--- src/rtl/ws2812_pkg.sv ---
// ws2812_pkg: shared types and constants for the WS2812 strip driver.
//   state_t  - frame FSM states (IDLE, LOAD, SHIFT, LATCH)
//   phase_t  - wire phase codes inside one bit cell (PH_HIGH, PH_DATA, PH_LOW)
//   BPP_RGB / BPP_RGBW - the two legal bits-per-pixel values
package ws2812_pkg;

   typedef enum logic [1:0] {
      IDLE  = 2'd0,
      LOAD  = 2'd1,
      SHIFT = 2'd2,
      LATCH = 2'd3
   } state_t;

   typedef enum logic [1:0] {
      PH_HIGH = 2'd0,
      PH_DATA = 2'd1,
      PH_LOW  = 2'd2
   } phase_t;

   localparam int unsigned BPP_RGB  = 24;
   localparam int unsigned BPP_RGBW = 32;

endpackage

--- src/rtl/ws2812_phase_timer.sv ---
// ws2812_phase_timer: CLK_DIV prescaler that marks the last clk cycle of each
// wire phase.
//   clk   - phase-rate clock
//   rst_n - asynchronous active-low reset
//   en    - count while high; held at zero while low
//   clr   - synchronous restart so the next cycle is the first of a phase
//   tick  - high on the last cycle of the current phase
module ws2812_phase_timer #(
   parameter int unsigned CLK_DIV = 1
) (
   input  logic clk,
   input  logic rst_n,
   input  logic en,
   input  logic clr,
   output logic tick
);

   localparam int unsigned CW = $clog2(CLK_DIV + 1);
   localparam logic [CW-1:0] CNT_MAX = CW'(CLK_DIV - 1);

   logic [CW-1:0] cnt_q, cnt_d;

   // tick depends only on the register so clr (derived from tick) cannot loop
   assign tick = en && (cnt_q == CNT_MAX);

   always_comb begin
      cnt_d = cnt_q + CW'(1);
      if (clr || !en || tick) begin
         cnt_d = '0;
      end
   end

   always_ff @(posedge clk or negedge rst_n) begin
      if (!rst_n) begin
         cnt_q <= '0;
      end else begin
         cnt_q <= cnt_d;
      end
   end

endmodule

--- src/rtl/ws2812_strip_driver.sv ---
// ws2812_strip_driver: streams NUM_LEDS pixels of BPP bits to a WS2812 strip.
// Each bit is three phases of CLK_DIV clocks: high, data, low. A frame ends
// with LATCH_PHASES low phases.
//   clk, rst_n        - clock and asynchronous active-low reset
//   start             - frame request (ignored while busy)
//   pix_valid/pix_data/pix_ready - pixel handshake, MSB-first word
//   dout              - registered serial line
//   busy              - state is not IDLE
//   frame_done        - pulse on the last LATCH cycle of a complete frame
//   underrun          - pulse when the frame is aborted for lack of a pixel
// Build option: define WS2812_GRB_EN to send the captured word as G,R,B[,W].
module ws2812_strip_driver
   import ws2812_pkg::*;
#(
   parameter int unsigned NUM_LEDS     = 8,
   parameter int unsigned BPP          = 24,
   parameter int unsigned CLK_DIV      = 1,
   parameter int unsigned LATCH_PHASES = 24
) (
   input  logic           clk,
   input  logic           rst_n,
   input  logic           start,
   input  logic           pix_valid,
   input  logic [BPP-1:0] pix_data,
   output logic           pix_ready,
   output logic           dout,
   output logic           busy,
   output logic           frame_done,
   output logic           underrun
);

   localparam int unsigned LATCH_CYC = LATCH_PHASES * CLK_DIV;
   localparam int unsigned BW        = $clog2(BPP);
   localparam int unsigned PW        = $clog2(NUM_LEDS + 1);
   localparam int unsigned LW        = $clog2(LATCH_CYC + 1);

   state_t          state_q, state_d;
   phase_t          phase_q, phase_d;
   logic [BW-1:0]   bit_q, bit_d;
   logic [PW-1:0]   pix_cnt_q, pix_cnt_d;
   logic [LW-1:0]   latch_q, latch_d;
   logic [BPP-1:0]  shreg_q, shreg_d;
   logic            dout_q, dout_d;
   logic            underrun_q, underrun_d;
   logic            abort_q, abort_d;
   logic            tick;
   logic [BPP-1:0]  pix_word;

`ifdef WS2812_GRB_EN
   assign pix_word = {pix_data[BPP-9 -: 8], pix_data[BPP-1 -: 8], pix_data[BPP-17:0]};
`else
   assign pix_word = pix_data;
`endif

   // Timer restarts on every state change so LOAD timeout and the first
   // SHIFT phase both begin from a fresh count.
   ws2812_phase_timer #(
      .CLK_DIV (CLK_DIV)
   ) u_phase_timer (
      .clk   (clk),
      .rst_n (rst_n),
      .en    ((state_q == LOAD) || (state_q == SHIFT)),
      .clr   (state_d != state_q),
      .tick  (tick)
   );

   always_comb begin
      state_d    = state_q;
      phase_d    = phase_q;
      bit_d      = bit_q;
      pix_cnt_d  = pix_cnt_q;
      latch_d    = latch_q;
      shreg_d    = shreg_q;
      abort_d    = abort_q;
      underrun_d = 1'b0;
      pix_ready  = 1'b0;

      unique case (state_q)
         IDLE: begin
            if (start) begin
               state_d   = LOAD;
               pix_cnt_d = '0;
               abort_d   = 1'b0;
            end
         end
         LOAD: begin
            pix_ready = 1'b1;
            if (pix_valid) begin
               shreg_d = pix_word;
               bit_d   = BW'(BPP - 1);
               phase_d = PH_HIGH;
               state_d = SHIFT;
            end else if (tick) begin
               underrun_d = 1'b1;
               abort_d    = 1'b1;
               latch_d    = '0;
               state_d    = LATCH;
            end
         end
         SHIFT: begin
            if (tick) begin
               unique case (phase_q)
                  PH_HIGH: phase_d = PH_DATA;
                  PH_DATA: phase_d = PH_LOW;
                  default: begin
                     phase_d = PH_HIGH;
                     shreg_d = {shreg_q[BPP-2:0], 1'b0};
                     if (bit_q == '0) begin
                        pix_cnt_d = pix_cnt_q + PW'(1);
                        if (pix_cnt_q == PW'(NUM_LEDS - 1)) begin
                           latch_d = '0;
                           state_d = LATCH;
                        end else begin
                           state_d = LOAD;
                        end
                     end else begin
                        bit_d = bit_q - BW'(1);
                     end
                  end
               endcase
            end
         end
         LATCH: begin
            if (latch_q == LW'(LATCH_CYC - 1)) begin
               latch_d = '0;
               state_d = IDLE;
            end else begin
               latch_d = latch_q + LW'(1);
            end
         end
         default: state_d = IDLE;
      endcase

      // dout is registered, so it is derived from the next-cycle state/phase
      dout_d = (state_d == SHIFT) &&
               ((phase_d == PH_HIGH) || ((phase_d == PH_DATA) && shreg_d[BPP-1]));
   end

   always_ff @(posedge clk or negedge rst_n) begin
      if (!rst_n) begin
         state_q    <= IDLE;
         phase_q    <= PH_HIGH;
         bit_q      <= '0;
         pix_cnt_q  <= '0;
         latch_q    <= '0;
         shreg_q    <= '0;
         dout_q     <= 1'b0;
         underrun_q <= 1'b0;
         abort_q    <= 1'b0;
      end else begin
         state_q    <= state_d;
         phase_q    <= phase_d;
         bit_q      <= bit_d;
         pix_cnt_q  <= pix_cnt_d;
         latch_q    <= latch_d;
         shreg_q    <= shreg_d;
         dout_q     <= dout_d;
         underrun_q <= underrun_d;
         abort_q    <= abort_d;
      end
   end

   assign dout       = dout_q;
   assign busy       = (state_q != IDLE);
   assign underrun   = underrun_q;
   assign frame_done = (state_q == LATCH) && (latch_q == LW'(LATCH_CYC - 1)) && !abort_q;

endmodule

--- config.mk ---
export PLATFORM = sky130hd
export DESIGN_NAME = ws2812_strip_driver
export DESIGN_NICKNAME = d
export VERILOG_FILES = /design/src/rtl/ws2812_pkg.sv /design/src/rtl/ws2812_phase_timer.sv /design/src/rtl/ws2812_strip_driver.sv
export SDC_FILE = /design/constraint.sdc
export NUM_CORES = 1
export LEC_CHECK = 0
export BUFFER_PORTS_ARGS = -buffer_cell sky130_fd_sc_hd__buf_4
export CAP_MARGIN = 10
export CORE_ASPECT_RATIO = 0.5
export CORE_MARGIN = 2
export CORE_UTILIZATION = 55
export CTS_CLUSTER_DIAMETER = 60
export CTS_CLUSTER_SIZE = 25
export DETAILED_ROUTE_END_ITERATION = 8
export HOLD_SLACK_MARGIN = 0.03
export PLACE_DENSITY = 0.77
export SYNTH_ARGS = -nofsm -noshare
export SYNTH_HDL_FRONTEND = slang
export SYNTH_SLANG_ARGS = --single-unit
--- constraint.sdc ---
create_clock -name clk -period 6.7 [get_ports clk]
set_clock_uncertainty 0.2 [all_clocks]
set_input_delay 0.67 -clock clk [delete_from_list [all_inputs] [get_ports clk]]
set_output_delay 0.67 -clock clk [all_outputs]
set_load 0.02 [all_outputs]
=== Yosys cells after proc, flatten, opt, wreduce, memory -nomap -nowiden ===
Index checks and enable logic that the tools add are counted.

* Memories: 0
* Bits in writable memories: 0
* Output and inout port bits: 5
* Flip-flop bits (word level): 46
* Input bits: 28
* Bits in latches: 0
* ROM bits: 0
* Word-level logic and storage cells: 104

* $mul: 0
* $lt $le $gt $ge: 0
* Add/sub/neg operators: 4
* Shift operators: 0
* Mux-type cells: 44
* Div/mod/pow operators: 0
* Bitwise gates (word level): 1
* Eq/ne operators: 18
* Reductions and logical operators: 26

{| class="wikitable"
|+ Operators by type and width
! kind !! number
|-
| $mux 24 || 3
|-
| $mux 5 || 11
|-
| $pmux 24 s2 || 1
|-
| $mux 2 || 10
|-
| $mux 4 || 4
|-
| $pmux 5 s3 || 1
|-
| $ne 2x2->1 const B || 5
|-
| $pmux 5 s2 || 1
|-
| $reduce_and 5->1 || 2
|-
| $mux 1 || 8
|-
| $ne 2x1->1 const B || 4
|-
| $pmux 2 s2 || 2
|-
| $pmux 2 s4 || 1
|-
| $pmux 4 s2 || 1
|-
| $reduce_and 4->1 || 2
|-
| $reduce_bool 2->1 || 4
|-
| $reduce_and 7->1 || 1
|-
| $eq 2x1->1 const B || 3
|-
| $eq 2x2->1 const B || 3
|-
| $logic_not 2->1 || 3
|-
| $add 5x1->5 const B || 1
|-
| $eq 5x5->1 const B || 1
|-
| $logic_and 1x1->1 || 5
|-
| $logic_not 5->1 || 1
|-
| other kinds (11) || 15
|}

=== Depth between registers and ports, before layout ===
Gate-level depths: netlist of run 1.

* Depth after elaboration: 10
* Depth in mapped cells: 8
* Gate-level depth less buffers: 7

=== Modules after synthesis ===
From an unflattened synthesis of run 1, not the netlist that was laid out.

* Cell total of the unflattened synthesis: 272
* Area, all modules: 2481.1 um2

{| class="wikitable"
|+ Modules (own cells, without submodules)
! module !! times used !! cells an instance !! seq. area each (um2) !! area each (um2)
|-
| ws2812_strip_driver || 1 || 269 || 1126.1 || 2438.6
|-
| ws2812_phase_timer || 1 || 3 || 25.0 || 42.5
|}

=== Least setup slack after synthesis of run 1 ===
OpenSTA, ideal clock, no wires.

* Path kind: reg-to-output
* Start point: reg state_q[1]
* End point: out frame_done
* Cell stages (with the launch flop): 4
* Arrival: 1514 ps
* Slack: 4316 ps
* Buffers on the path: 0
* Data required time: 5830 ps
* Cells stage by stage: dfrtp_1 -> ha_1 -> nand3_1 -> nor4b_1

* Cells in the longest elaborated chain, start to end: 3

{| class="wikitable"
|+ RTL lines
! what !! line !! source
|-
| start: declaration || ws2812_strip_driver.sv:37 || <nowiki>state_t state_q, state_d;</nowiki>
|-
| start signal: assignment || ws2812_strip_driver.sv:151 || <nowiki>state_q <= state_d;</nowiki>
|-
| $eq 2x2->1 || ws2812_strip_driver.sv:166 || <nowiki>assign frame_done = (state_q == LATCH) && (latch_q == LW'(LATCH_CYC - 1)) && !abort_q;</nowiki>
|-
| $logic_and 1x1->1 (2 in a row) || ws2812_strip_driver.sv:166 ||
|-
| end: declaration || ws2812_strip_driver.sv:28 || <nowiki>output logic frame_done,</nowiki>
|}

Every way passes these cells.

=== Worst setup path in the final report of run 1 ===
* Start point: reg state_q[0]
* End point: reg dout_q, in the netlist dout

* Elaborated cells on any way between the ends: 24
* Classes of those cells: eq/ne: 5; mux: 12; reduce/logical: 7

{| class="wikitable"
|+ RTL lines
! what !! line !! source
|-
| $eq 2x1->1 / $eq 2x2->1 (equally long branches) || ws2812_strip_driver.sv:62, ws2812_strip_driver.sv:78 ||
|-
| $logic_or 1x1->1 || ws2812_strip_driver.sv:62 || <nowiki>.en ((state_q == LOAD) || (state_q == SHIFT)),</nowiki>
|-
| $logic_and 1x1->1 || ws2812_phase_timer.sv:24 || <nowiki>assign tick = en && (cnt_q == CNT_MAX);</nowiki>
|-
| $mux 24 || ws2812_strip_driver.sv:101 || <nowiki>if (tick) begin</nowiki>
|-
| $pmux 24 s2 (*) || ws2812_strip_driver.sv:78 || <nowiki>unique case (state_q)</nowiki>
|-
| net shreg_d[23] || ws2812_strip_driver.sv:42 || <nowiki>logic [BPP-1:0] shreg_q, shreg_d;</nowiki>
|-
| $logic_and 1x1->1 (*) || ws2812_strip_driver.sv:136 || <nowiki>((phase_d == PH_HIGH) || ((phase_d == PH_DATA) && shreg_d[BPP-1]));</nowiki>
|-
| $logic_or 1x1->1 (*) || ws2812_strip_driver.sv:136 ||
|-
| $logic_and 1x1->1 (*) || ws2812_strip_driver.sv:135 || <nowiki>dout_d = (state_d == SHIFT) &&</nowiki>
|-
| net dout_d || ws2812_strip_driver.sv:43 || <nowiki>logic dout_q, dout_d;</nowiki>
|-
| end signal: assignment || ws2812_strip_driver.sv:157 || <nowiki>dout_q <= dout_d;</nowiki>
|-
| end: declaration || ws2812_strip_driver.sv:43 ||
|}

Mark *: on every way through the listed nets, which the timed path passes. The rest lies on a longest branch. The select of a mux whose other input is x is not followed.
A chain may end at the register's enable or synchronous reset.

==> results.toml, run 1 <==
[setup_path]
worstPathMaxFanout = 28
regToRegEndpoint = "dout$_DFF_PN0_"
setup.worst_path.start_class = "register"
ff2ff_setup_slack_ps = 3730
worstPathRequired_ps = 6740
cp.arrival_ps = 3010
worstReg2RegStart = "state_q[0]$_DFF_PN0_"
slowest_stage = "and3_1"
number_of_cells_on_the_worst_reg_to_reg_path = 6
cpPeakStageDelay_ps = 830
critPathCaptureType = "register"
path_class = "reg2reg"
timing.critical_path.cells = "inv_1 > ha_1 > and3_1 > a221o_1 > nand2b_1 > and4bb_1"
critPathCapture = "dout$_DFF_PN0_"
critical_path.startpoint = "state_q[0]$_DFF_PN0_"

[timing]
drv_slew = 0
grt_setup_unrepaired = "no"
period_minus_slack_ps = 2970
setup_tns_ps = 0
maxSlewHeadroom_pct = 41.1
max_freq_mhz = 337
worst_tran_pin_value_ps = 883
final_min_period_over_clock_period_pct = 44.3
hold_viol_final = 0
final_setup_margin_ps = 3730
report.final.setup_viol = 0

[power]
static-leakage-power_nw = 1.25
sw_pwr_mw = 0.364
power_frac_clock_pct = 18.7
power_internal_mw = 0.537
switching_part_of_the_total_pct = 40.4
vdd_drop_max_v = 0.000186
pwr-share-seq_pct = 41.3
comb_pwr_share_pct = 40.0
power_density_nw_per_um2 = 316

[synthesis]
most_frequent_cell_after_synthesis = "dfrtp_1"
ys_dominant_reg_cell = "dfrtp_1"
simple_gate_portion_of_the_synthesized_area_pct = 19.3
yosysUniqueCellTypes = 51
synthCells = 278
synth_area_leaders = "dfrtp_1 46%, o21ai_0 7.7%, a22oi_1 7.1%"
synth_nets = 314
synth_xor_area_share_pct = 0
number_of_enable_type_register_cells_in_the_synthesized_netlist = 0
synth_compound_gate_area_share_pct = 23.9
adder_cell_share_of_the_synthesized_area_pct = 3.97
synth_area_per_cell_um2 = 9.08
synth.largest_area_cell = "dfrtp_1"
synth.yosys.warnings = 0
synth.yosys.seq_area_share_pct = 45.6
synth_top_area_share_pct = 45.6
synth_async_sr_flop_share_pct = 100
ys_seq_elements = 46
synth.cell_area_um2 = 2520
muxShareOfSynthArea_pct = 2.38
synth_top_family_by_area = "compound AO/OA/AOI/OAI gates"
yosys-top-cells-count = "46 x dfrtp_1, 39 x nand2_1, 39 x o21ai_0, 24 x a22oi_1"

[clock_network]
h-tree-depth = 2
cts_tree = "built"
cts_sinks = 46
cts_resized = 0
cts_buffers = 5
clock-root-buffer = "clkbuf_8"
clkTransAtPathRegs_ps = 80
cts_setup_buffers = 0
max-clock-path-buffers = 2
cts-hold-fix-buffers = 0
clock_latency_ps = 300

[run_status]
run_status = "completed"

[placement]
detailedPlacementHpwl_um = 3440
gpl.final_weighted_congestion = 0.869
io_buffer_count = 32
dpl.cell_count = 349
post-place-ws_ps = 3730
postPlaceCellArea_um2 = 2770

[global_routing]
first_global_vias = 1927
grt_antenna_before_repair = 0
grt_overflow = 0
grt_first_pass_wirelength_um = 8850
pin_count_of_the_biggest_net_entering_global_routing = 47
groute.usage.overall_pct = 22.0

[final_layout]
final_layout_size_suffix_gt1_share_pct = 15.3
num-fill-cells = 356
stdcell_count = 357
antenna_cells = 0
fin_nets = 335
postLayoutCoreUtil_pct = 64.8
final_area_um2 = 2850
regArea_um2 = 1150
area_used_by_multi_input_combinational_logic_um2 = 1250
syn_to_final_growth_pct = 13.0

[routing]
wl_per_cell_um = 14.4
drt_first_pass_iters = 4
drc = 0
post_detailed_route_count_of_antenna_violating_nets = 0
vias_per_cell = 6.04
finalWirelength_um = 5150
routed-via-count = 2155
initialDrtViolationCount = 135

[die]
initial_core_util_pct = 57.3
fp.dieW_um = 99.8
number_of_ports_placed_on_the_die_boundary = 33
die_h_um = 51.9
design.die.area_um2 = 5180
core_region_area_um2 = 4400
core.rowCount = 17

[run]
maxCapViolCount = 0

[min_path]
worstHoldPathType = "in2async"
==> layout by cell type, fill, tap and decap left out, types with 3 or more instances in the layout <==
cell      count
dfrtp_1      46
inv_1         7
nor2b_1       3
nand2_1      39
nand3_1      16
a21oi_1       4
nand2b_1      4
mux2i_1       6
nand4_1       3
nor2_1       13
clkbuf_8      5
nor3_1        6
o21ai_0      39
buf_4        34
a22oi_1      24
ha_1          8
==> final cells by class <==
class / count / share of cell area [%]
clock buffer: 6 / 2.54
clock inverter: 2 / 0.482
inverter: 9 / 1.18
multi-input combinational: 203 / 44.0
sequential: 46 / 40.4
tap: 57 / 2.50
timing repair buffer: 34 / 8.95
==> flip-flops by register name, indices dropped and copies added, names as in the netlist <==
register             cells
dout                     1
abort_q                  1
bit_q                    5
latch_q                  5
u_phase_timer.cnt_q      1
state_q                  2
phase_q                  2
underrun                 1
pix_cnt_q                4
shreg_q                 24
==> worst min-delay path by stage <==
stage                                 start                      end  slack, ps  cells after the start
finish                                rst_n  shreg_q[17]$_DFFE_PN0P_        160                      1
floorplan                             rst_n      abort_q$_DFFE_PN0P_        170                      0
detailed placement  shreg_q[21]$_DFFE_PN0P_  shreg_q[21]$_DFFE_PN0P_        270                      2
global route                          rst_n  shreg_q[18]$_DFFE_PN0P_        190                      1
CTS                                   rst_n  shreg_q[15]$_DFFE_PN0P_        170                      1
global placement    shreg_q[19]$_DFFE_PN0P_  shreg_q[19]$_DFFE_PN0P_        260                      2
==> logic make-up after synthesis <==
logic type	Yosys count
other	1
buffers and inverters	29
AOI/OAI and AO/OA	90
adders and majority gates	8
and+or+nand+nor	98
muxes	6
DFF	46
==> stage by stage <==
| step | total power [mW] | hold WS [ps] |
|---|---|---|
| final | 0.901 | 156 |
| after global routing | 0.968 | 187 |
| after CTS | 0.904 | 169 |
| after detailed placement | 0.735 | 271 |
| after global placement | 0.722 | 261 |
| after floorplan | 0.631 | 174 |
==> layer usage <==
layer / part of all wire (%) / track usage, % / vias up
met2: 44 / 35.6 / 66
met1: 49 / 29.5 / 1032
met5: 0 / 0 / -
li1: - / - / 1050
met4: 1.2 / 5.48 / 0
met3: 5.4 / 6.72 / 7
==> critical path, delay by kind of cell (launching register included) <==
| family | cells | cell delay, ps |
|---|---|---|
| AND/OR/NAND/NOR | 3 | 1120 |
| buffers and inverters | 1 | 120 |
| AO/OA/AOI/OAI | 1 | 290 |
| flip-flops | 1 | 420 |
| adder cells (fa/ha/maj) | 1 | 750 |
==> power groups by stage <==
| stage | Clock, mW | Sequential, mW | Combinational, mW |
|---|---|---|---|
| floorplan | 0 | 0.369 | 0.262 |
| global placement | 0 | 0.373 | 0.349 |
| detailed placement | 0 | 0.375 | 0.360 |
| global route | 0.185 | 0.379 | 0.404 |
| finish | 0.168 | 0.372 | 0.361 |
| CTS | 0.171 | 0.371 | 0.361 |
Note: power is estimated with default switching activity, not from simulation.
==> run 2, diff against run 1 <==
- ABC_AREA: unset -> 1
- CORE_UTILIZATION: 55 -> 52
- PLACE_DENSITY: 0.77 -> 0.76
- clock period: 6.7 -> 2.6 ns (I/O delays scaled with it)
==> results.toml, run 2 <==
[placement]
io_buffer_count = 32
detailedPlacementHpwl_um = 3650
postPlaceCellArea_um2 = 2870
dpl.cell_count = 387
gpl.final_weighted_congestion = 0.839

[final_layout]
layout_common_cells = "52 x nand2_1, 49 x inv_1, 46 x dfrtp_1, 35 x buf_4, 22 x a22oi_1"
regArea_um2 = 1150
final_layout_size_suffix_gt1_share_pct = 22.8
area_used_by_multi_input_combinational_logic_um2 = 1170
antenna_cells = 0
fin_nets = 362
registers.top_by_ff_count = "shreg_q"
largest_register_ffs = 24
syn_to_final_growth_pct = 14.6
largestRegisters = "shreg_q: 24 flops, bit_q: 5 flops, latch_q: 5 flops"
final_area_um2 = 2970
final_common_cell = "nand2_1"
num-fill-cells = 428
stdcell_count = 395

[timing]
hold_viol_final = 0
final_min_period_over_clock_period_pct = 92.4
setup_tns_ps = 0
period_minus_slack_ps = 2400
grt_setup_unrepaired = "no"
drv_slew = 0
max_freq_mhz = 416
report.final.setup_viol = 0
fin_hold_ws_ps = 40.0
maxSlewHeadroom_pct = 60.9
worst_tran_pin_value_ps = 587

[power]
power_internal_mw = 1.60
sw_pwr_mw = 1.18
static-leakage-power_nw = 1.39
comb_pwr_share_pct = 47.3
switching_part_of_the_total_pct = 42.4
power_density_nw_per_um2 = 934
power_frac_clock_pct = 15.8
vdd_drop_max_v = 0.000398
pwr-share-seq_pct = 37.0

[routing]
routed-via-count = 2090
wl_per_cell_um = 13.2
drt_first_pass_iters = 4
post_detailed_route_count_of_antenna_violating_nets = 0
initialDrtViolationCount = 96
vias_per_cell = 5.29
finalWirelength_um = 5220
drc = 0

[setup_path]
critical_path.startpoint = "state_q[1]$_DFF_PN0_"
critPathCaptureType = "register"
setup.worst_path.start_class = "register"
worstPathMaxFanout = 9
worstReg2RegStart = "state_q[1]$_DFF_PN0_"
path_class = "reg2reg"
cp.arrival_ps = 2390
worstPathRequired_ps = 2590

[global_routing]
first_global_vias = 2032
grt_antenna_before_repair = 0
grt_first_pass_wirelength_um = 8740
grt_overflow = 0
groute.usage.overall_pct = 19.9
pin_count_of_the_biggest_net_entering_global_routing = 47

[synthesis]
synth_nets = 328
synth.largest_area_cell = "dfrtp_1"
synth_area_per_cell_um2 = 8.89
synthCells = 292
yosysUniqueCellTypes = 32
yosys-top-cells-count = "52 x nand2_1, 49 x inv_1, 46 x dfrtp_1, 22 x a22oi_1, 20 x o22ai_2"
synth_top_area_share_pct = 44.4
ys_seq_elements = 46
synth_async_sr_flop_share_pct = 100
most_frequent_cell_after_synthesis = "nand2_1"
synth.cell_area_um2 = 2590
synth_area_leaders = "dfrtp_1 44%, o22ai_2 9.6%, nand2_1 7.5%"
ys_dominant_reg_cell = "dfrtp_1"
synth.yosys.seq_area_share_pct = 44.4
number_of_enable_type_register_cells_in_the_synthesized_netlist = 0
synth.yosys.warnings = 0

[clock_network]
cts_resized = 0
max-clock-path-buffers = 2
cts_buffers = 5
clock_latency_ps = 300
h-tree-depth = 2
clock-root-buffer = "clkbuf_8"
clkTransAtPathRegs_ps = 80
cts_sinks = 46
cts_tree = "built"
cts_setup_buffers = 0
cts-hold-fix-buffers = 2

[die]
die_h_um = 54.0
core.rowCount = 18
initial_core_util_pct = 53.3
design.die.area_um2 = 5610
fp.dieW_um = 104
number_of_ports_placed_on_the_die_boundary = 33
core_region_area_um2 = 4860

[min_path]
hold_path_startpoint = "pix_data[19]"
worstHoldPathType = "in2reg"

[run]
maxCapViolCount = 0

[run_status]
run_status = "completed"
[run 2: metal layers]
| metal | vias up | GRT usage, % | wire length [um] |
|---|---|---|---|
| met5 | - | 0 | 0 |
| met4 | 0 | 8.33 | 85 |
| met3 | 10 | 5.33 | 158 |
| met2 | 31 | 35.1 | 2430 |
| met1 | 1006 | 24.0 | 2550 |
| li1 | 1043 | - | - |
[run 2: area by class of cell]
class	count	area share, %
tap	70	2.95
clock buffer	6	2.78
multi-input combinational	183	39.4
inverter	53	6.69
sequential	46	38.7
timing repair buffer	37	9.51
[run 2: cell families after synthesis]
logic type	Yosys count	synth area share, %
flops	46	44.4
simple gates	98	17.0
fa+ha+maj	8	3.86
xor+xnor	3	1.01
compound gates	73	23.1
other cells	1	0.145
buf+inv	63	10.6
[run 2: stage by stage]
step | power, mW | util (%) | worst slack, ps
after floorplan | 2.07 | - | 635
after global placement | 2.29 | 59.0 | 331
after detailed placement | 2.33 | 59.0 | 270
after CTS | 2.78 | 61.1 | 240
after global routing | 2.98 | 61.1 | 12.8
final | 2.78 | 61.1 | 198
[run 2: final timing paths]
| kind | end | slack [ps] | cells after the start |
|---|---|---|---|
| worst min register to register | shreg_q[23]$_DFF_PN0_ | 270 | 2 |
| worst max-delay path | bit_q[2]$_DFFE_PN0P_ | 200 | 11 |
| worst max register to register | bit_q[2]$_DFFE_PN0P_ | 200 | 11 |
| worst min-delay path | shreg_q[19]$_DFFE_PN0P_ | 40 | 3 |
| max in group asynchronous | shreg_q[3]$_DFFE_PN0P_ | 1500 | 2 |
| min in group asynchronous | shreg_q[1]$_DFFE_PN0P_ | 290 | 2 |
[run 2: power by group through the flow]
stage / Sequential, mW / Clock [mW] / Combinational (mW)
finish: 1.03 / 0.438 / 1.31
global route: 1.05 / 0.471 / 1.47
CTS: 1.02 / 0.449 / 1.31
detailed placement: 1.03 / 0 / 1.30
global placement: 1.03 / 0 / 1.26
floorplan: 1.02 / 0 / 1.06
[run 2: worst max-delay path, cell delays in order (launching register included)]
cell and delay [ps]:
dfrtp_1 450, inv_1 130, ha_1 550, nand2_4 140, nand2_1 120, inv_1 50
nor2_1 120, nand2_1 120, nand2_2 130, nand2_1 80, a21oi_1 130, o21ai_1 70
